## config.mk

```make
export PLATFORM = sky130hd
export DESIGN_NAME = asend_rr_arbiter
export DESIGN_NICKNAME = d
export VERILOG_FILES = /design/src/rtl/asend_rr_arbiter.sv
export SDC_FILE = /design/constraint.sdc
export NUM_CORES = 1
export LEC_CHECK = 0
export BUFFER_PORTS_ARGS = -buffer_cell sky130_fd_sc_hd__clkbuf_2
export CORE_MARGIN = 1.5
export CORE_UTILIZATION = 53
export CTS_BUF_LIST = sky130_fd_sc_hd__clkbuf_16
export DETAILED_ROUTE_END_ITERATION = 16
export MAX_ROUTING_LAYER = met4
export PLACE_DENSITY = 0.93
export SETUP_SLACK_MARGIN = 0.1
export SLEW_MARGIN = 5
export SYNTH_ARGS = -nofsm -noshare
export SYNTH_HDL_FRONTEND = slang
export SYNTH_SLANG_ARGS = --single-unit
```

## constraint.sdc

```tcl
create_clock -name aclk -period 2.8 [get_ports aclk]
set_input_delay 0.28 -clock aclk [delete_from_list [all_inputs] [get_ports aclk]]
set_output_delay 0.28 -clock aclk [all_outputs]
set_load 0.05 [all_outputs]
```

## src/rtl/asend_rr_arbiter.sv

```systemverilog
// Round-robin arbiter sharing one asend/aready handshake channel.
// Grants one requester at a time and pulses done when the channel returns to READY.
module asend_rr_arbiter #(
    parameter int NREQ = 4,
    parameter int DW   = 8,
    parameter int CW   = 16
) (
    input  logic              aclk,
    input  logic              arst,
    input  logic [NREQ-1:0]   req,
    input  logic [NREQ*DW-1:0] req_data,
    output logic [NREQ-1:0]   gnt,
    output logic [NREQ-1:0]   done,
    output logic              asend,
    output logic [DW-1:0]     adata,
    input  logic              aready,
    output logic [CW-1:0]     xfer_cnt
);

    localparam int PW = (NREQ > 1) ? $clog2(NREQ) : 1;

    typedef enum logic [1:0] {
        IDLE       = 2'd0,
        SEND       = 2'd1,
        WAIT_BUSY  = 2'd2,
        WAIT_READY = 2'd3
    } state_t;

    state_t            state_q, state_d;
    logic [NREQ-1:0]   gnt_q, gnt_d;
    logic [NREQ-1:0]   done_q, done_d;
    logic              asend_q, asend_d;
    logic [DW-1:0]     adata_q, adata_d;
    logic [PW-1:0]     win_q, win_d;
    logic [PW-1:0]     ptr_q, ptr_d;
    logic [CW-1:0]     cnt_q, cnt_d;

    logic              arb_valid;
    logic [PW-1:0]     arb_idx;
    logic [PW:0]       sum;

    // Search upward from ptr+1, wrapping; ptr+k never exceeds 2*NREQ-1.
    always_comb begin
        arb_valid = 1'b0;
        arb_idx   = '0;
        sum       = '0;
        for (int k = 1; k <= NREQ; k++) begin
            sum = {1'b0, ptr_q} + (PW+1)'(k);
            if (sum >= (PW+1)'(NREQ)) begin
                sum = sum - (PW+1)'(NREQ);
            end
            if (!arb_valid && req[sum[PW-1:0]]) begin
                arb_valid = 1'b1;
                arb_idx   = sum[PW-1:0];
            end
        end
    end

    always_ff @(posedge aclk or posedge arst) begin
        if (arst) begin
            state_q <= IDLE;
        end else begin
            state_q <= state_d;
        end
    end

    always_comb begin
        state_d = state_q;
        unique case (state_q)
            IDLE:       if (aready && arb_valid) state_d = SEND;
            SEND:       state_d = WAIT_BUSY;
            WAIT_BUSY:  if (!aready) state_d = WAIT_READY;
            WAIT_READY: if (aready) state_d = IDLE;
            default:    state_d = IDLE;
        endcase
    end

    always_comb begin
        gnt_d   = gnt_q;
        done_d  = '0;
        asend_d = (state_d == SEND);
        adata_d = adata_q;
        win_d   = win_q;
        ptr_d   = ptr_q;
        cnt_d   = cnt_q;
        unique case (1'b1)
            (state_q == IDLE) && (state_d == SEND): begin
                gnt_d   = NREQ'(1) << arb_idx;
                adata_d = req_data[int'(arb_idx)*DW +: DW];
                win_d   = arb_idx;
            end
            (state_q == WAIT_READY) && (state_d == IDLE): begin
                done_d = gnt_q;
                gnt_d  = '0;
                ptr_d  = win_q;
                cnt_d  = cnt_q + CW'(1);
            end
            default: ;
        endcase
    end

    always_ff @(posedge aclk or posedge arst) begin
        if (arst) begin
            gnt_q   <= '0;
            done_q  <= '0;
            asend_q <= 1'b0;
            adata_q <= '0;
            win_q   <= '0;
            ptr_q   <= PW'(NREQ-1);
            cnt_q   <= '0;
        end else begin
            gnt_q   <= gnt_d;
            done_q  <= done_d;
            asend_q <= asend_d;
            adata_q <= adata_d;
            win_q   <= win_d;
            ptr_q   <= ptr_d;
            cnt_q   <= cnt_d;
        end
    end

    assign gnt      = gnt_q;
    assign done     = done_q;
    assign asend    = asend_q;
    assign adata    = adata_q;
    assign xfer_cnt = cnt_q;

endmodule

```

* Word level (Yosys, flattened, before mapping) *
Cells that the tools add are included.

word-level totals
  register bits = 39
  bits of input ports = 39
  word-level logic and storage cells = 69

operators by class
  add/subtract/negate cells = 9
  magnitude comparators = 8
  eq/ne operators = 4
  shifts and indexed selects = 2
  multiplexer cells = 26
  reduce and logical (&&, ||, !) cells = 12

operators with widths
  operator                                                     number
  indexed part select 32 x 6 -> 8 bit                          1
  2-to-1 mux 2 bit                                             11
  adder 16 x 1 -> 16 bit (second input constant)               1
  >= comparator 3 bit (second input constant)                  4
  less-than comparator 2 x 3 -> 1 bit (second input constant)  4
  binary-select mux 1 bit (select 2 bit)                       4
  2-to-1 mux 1 bit                                             8
  case mux 2 bit (4 select lines)                              1
  case mux 4 bit (2 select lines)                              1
  subtractor 2 x 1 -> 2 bit (second input constant)            4
  adder 2 x 2 -> 3 bit (second input constant)                 2
  logical AND 1 bit                                            6
  == test 2 x 1 -> 1 bit (second input constant)               2
  == test 2 bit (second input constant)                        2
  logical NOT 2 bit                                            2
  2-to-1 mux 4 bit                                             1
  << shifter 1 x 2 -> 4 bit (first input constant)             1
  adder 2 x 1 -> 3 bit (second input constant)                 1
  adder 2 x 3 -> 3 bit (second input constant)                 1
  logical NOT 1 bit                                            3
  nonzero test 2 bit                                           1

* Depth between registers and ports, before layout *
  word-level depth = 21
  depth in mapped cells = 8
  mapped depth without buffers = 6

* Worst setup path after synthesis *
No wires, ideal clock.

  path type = register -> register
  start point = register ptr_q[1]
  end point = register adata_q[0], in the netlist adata[0]
  setup time = 0.132 ns
  arrival = 1.653 ns
  path slack = 1.015 ns
  cell stages (with the launch flop) = 8
  clock period less this slack = 1.785 ns
  cells stage by stage = dfstp_2 > a21bo_1 > buf_6 > and3_4 > buf_6 > buf_6 > a2111oi_4 > a211oi_2

between the ends
  longest elaborated chain between the ends = 20
  elaborated cells between the ends (all ways) = 44
  those cells by class = 8 x add/sub; 4 x order compare; 1 x eq/ne; 1 x shift; 22 x mux; 8 x reduce/logical

ends and longest elaborated chain
  what                                                              RTL line  RTL
  start: declaration                                                35        logic [PW-1:0] ptr_q, ptr_d;
  start signal: assignment                                          109       ptr_q <= PW'(NREQ-1);
  start signal: assignment                                          117       ptr_q <= ptr_d;
  adder 2 x 1 -> 3 bit                                              48        sum = {1'b0, ptr_q} + (PW+1)'(k);
  >= comparator 3 bit or subtractor 2 x 1 -> 2 bit (tied branches)  49, 50
  2-to-1 mux 2 bit                                                  49        if (sum >= (PW+1)'(NREQ)) begin
  binary-select mux 1 bit (select 2 bit)                            52        if (!arb_valid && req[sum[PW-1:0]]) begin
  2-to-1 mux 1 bit (not written as such)                            52
  2-to-1 mux 1 bit                                                  52
  logical NOT 1 bit                                                 52
  logical AND 1 bit                                                 52
  [4 not listed]                                                    --
  logical NOT 1 bit                                                 52
  logical AND 1 bit                                                 52
  2-to-1 mux 1 bit                                                  52
  logical AND 1 bit                                                 70        IDLE: if (aready && arb_valid) state_d = SEND;
  2-to-1 mux 2 bit                                                  70
  case mux 2 bit (4 select lines)                                   69        unique case (state_q)
  == test 2 x 1 -> 1 bit                                            87        (state_q == IDLE) && (state_d == SEND): begin
  logical AND 1 bit                                                 87
  end signal: assignment                                            115       adata_q <= adata_d;
  end: declaration                                                  33        logic [DW-1:0] adata_q, adata_d;

Parallel ways exist; a longest one is shown, timed or not. The select of a mux whose other input is x is not followed.
A chain may end at the register's enable or synchronous reset.

* Worst setup path after layout *
  start point = register ptr_q[1]
  end point = register adata_q[5], in the netlist adata[5]

Same word-level chain as after synthesis.

==> results by group <==
Floorplanning
  – Die area: 4100 um^2
  – Initial Utilization: 57.3%
  – Core area: 3440 um^2
  – Boundary pin count: between 70 and 80
  – Die height: 64.0 um
  – Die Width: about 64 um
  – Site row count: 21

STA
  – Total negative slack: 0 ps
  – Max Slew Vio Count: 0
  – Worst-margin pin slew: 595 ps
  – RSZ-0062 raised after global routing: no
  – Endpoints failing hold: 0
  – Final setup vio count: 0
  – Clock skew: 6.27 ps
  – Final Cycle Share: 75.5%
  – Min Tclk post-route: 2110 ps
  – Slew HR: 59.3%
  – Highest Clock Rate: 473 MHz

Finish
  – Fill cell count: 255
  – Multi-input logic area: just under 900 um^2
  – Area grow syn2layout: 26.6%
  – Non-Filler Instances: about 310
  – FF/Latch Area: 978 um^2
  – Most common cell after layout, fill and taps aside: clkbuf_2
  – Antenna cell count: 0
  – Layout net count: 306
  – Fraction of layout cells with a size suffix above 1: between 30% and 40%
  – Commonest cells after routing, fill and taps aside: clkbuf_2 (71), dfrtp_1 (37), nand2_1 (20)

Worst setup path
  – Worst endpoint required time: 2950 ps
  – Data arrival time of the worst path: 2260 ps
  – Max FO, Critical Path: 11
  – Reg2reg setup slack: 690 ps
  – Worst setup path class: reg -> reg
  – Critical path launch point type: flip-flop
  – Critical Path Sink Type: flip-flop

Power and ir drop
  – Net Sw Frac: 44.2%
  – Sequential share of power: 33.2%
  – P_leak: about 0.0012 uW
  – P_int: 1460 uW
  – Max VDD drop: 0.748 mV
  – Power Density: 1050 nW/um^2
  – P_sw: ~1200 uW
  – Clk pwr share: 24.6%
  – Combinational cell fraction of total power: 42.1%

Logic synthesis
  – Mapped Area: 1970 um^2
  – Post-Syn Instances: 195
  – Fraction of registers with async set or reset after synthesis: 100%
  – Main synth FF type: dfrtp_1
  – Sequential share of the synthesized area: 49.6%
  – #FFs+latches synth: 39
  – Syn Nets: 235
  – EDFF count, synth: 0
  – Syn avg cell area: just over 10 um^2
  – Synth unique cells: 37
  – Yosys warns: 0

Routing
  – WL met3: 211 um
  – DRC violations left: 0
  – Wl on met1: about 2.0 mm
  – Router iterations before antenna repair: 4
  – WL met2: 2.42 mm
  – Uppermost layer routed: met4
  – DR WL/cell: 15.4 um
  – Initial DRC Count: 118
  – ANT nets after route: 0
  – Total Wirelength: about 4.8 mm
  – Detailed-route via count: 1,796
  – Via/cell ratio: between 5 and 6

Clocking
  – CTS H-tree depth: 2
  – Clk Latency, worst-skew pair: about 280 ps
  – Clock Path Buffers: 2
  – # Post-CTS Setup Buffers: 0
  – CTS clk-pin slew, worst paths: around 60 ps
  – TritonCTS clock tree: yes
  – Root buf cell: clkbuf_16
  – # hold bufs at CTS: 0
  – Num CTS Buffers: 5
  – Post_cts resized: 0
  – Clock net sink count: 39

Placement
  – Dpl hpwl: 3.33 mm
  – Dpl cells: 305
  – Port Buffers: 71
  – Routability-driven placement congestion ratio: 0.836

Outcome
  – Status: completed

GRT
  – GRT Residual Overflow: 0
  – GRT Total Usage: between 20% and 30%
  – Largest net degree at the start of global routing: 40
  – Initial antenna violation count: 0
  – Global-route wire length before repair: 7.64 mm
  – Vias in the first global route: 1,575

Hold path
  – HP Class: in -> async

Run
  – Max cap viols: 0
## synth_stat cells, types with 5 or more instances
library cell  count  area share [%]
nand2b_1         11             3.5
a21oi_1           8             2.0
nor2_1           19             3.6
a31oi_1           8             2.5
inv_1            10             1.9
xnor2_1          11             4.9
nand4_1           6             1.9
nand3_1           5             1.3
a211oi_1          7             2.7
a2111oi_0         7             3.1
and2_1            6             1.9
dfrtp_1          37              47
nand2_1          20             3.8
## routing by layer
layer	up-vias	GRT usage (%)
met4	0	13.3
met2	66	38.8
met5	-	-
li1	819	-
met1	895	32.6
met3	16	5.11
## area by class of cell
| type | count | area share (%) |
|---|---|---|
| multi-input combinational | 135 | 35.3 |
| clock inverter | 3 | 1.55 |
| clock buffer | 5 | 5.01 |
| tap | 46 | 2.31 |
| timing repair buffer | 73 | 14.8 |
| sequential | 39 | 39.2 |
| inverter | 12 | 1.80 |
## worst max-delay path, stage by stage (launching register included)
cell and delay [ps]:
dfstp_2 580, nor3b_1 90, a311oi_4 530, nand2_1 410, a21oi_1 270, a211oi_1 100
## logic make-up (layout without fill, tap and decap cells)
kind of cell	count (synthesis)	after routing	share of synthesized area, %
AND/OR/NAND/NOR	76	76	19.3
XOR/XNOR	15	15	6.66
flip-flops	39	39	49.6
buffers and inverters	21	93	5.71
adder cells (fa/ha/maj)	1	1	0.634
AO/OA/AOI/OAI	43	43	18.1
## power by group through the flow
| stage | registers, uW | clock network [uW] | logic [uW] |
|---|---|---|---|
| after floorplan | 1280 | 0 | 463 |
| after CTS | 867 | 644 | 1100 |
| after detailed placement | 874 | 0 | 1090 |
| final | 868 | 644 | 1100 |
| after global routing | 892 | 674 | 1180 |
| after global placement | 860 | 0 | 1070 |
## final timing paths
kind                              startpoint            to  cells past startpoint
worst min-delay path                    arst      adata[4]                      3
worst min register to register  xfer_cnt[15]  xfer_cnt[15]                      1
worst max-delay path                ptr_q[1]      adata[5]                      5
min in group aclk               req_data[27]      adata[3]                      3
max in group asynchronous               arst      ptr_q[0]                      3
worst max register to register      ptr_q[1]      adata[5]                      5
## flip-flops by register name (all words and copies together) (netlist names)
signal    count
xfer_cnt     16
win_q         2
gnt           4
done          4
adata         8
asend         1
ptr_q         2
state_q       2
## metrics by stage
| stage | power [uW] | setup slack, ps | hold WS (ps) | utilization (%) | instance area, um^2 |
|---|---|---|---|---|---|
| floorplan | 1750 | 1010 | 387 | - | 1970 |
| global placement | 1930 | 830 | 395 | 67.8 | 2330 |
| detailed placement | 1970 | 685 | 406 | 67.8 | 2330 |
| CTS | 2610 | 704 | 104 | 72.5 | 2500 |
| global route | 2740 | 601 | 148 | 72.5 | 2500 |
| finish | 2610 | 686 | 78.4 | 72.5 | 2500 |
Note: power is estimated with default switching activity, not from simulation.
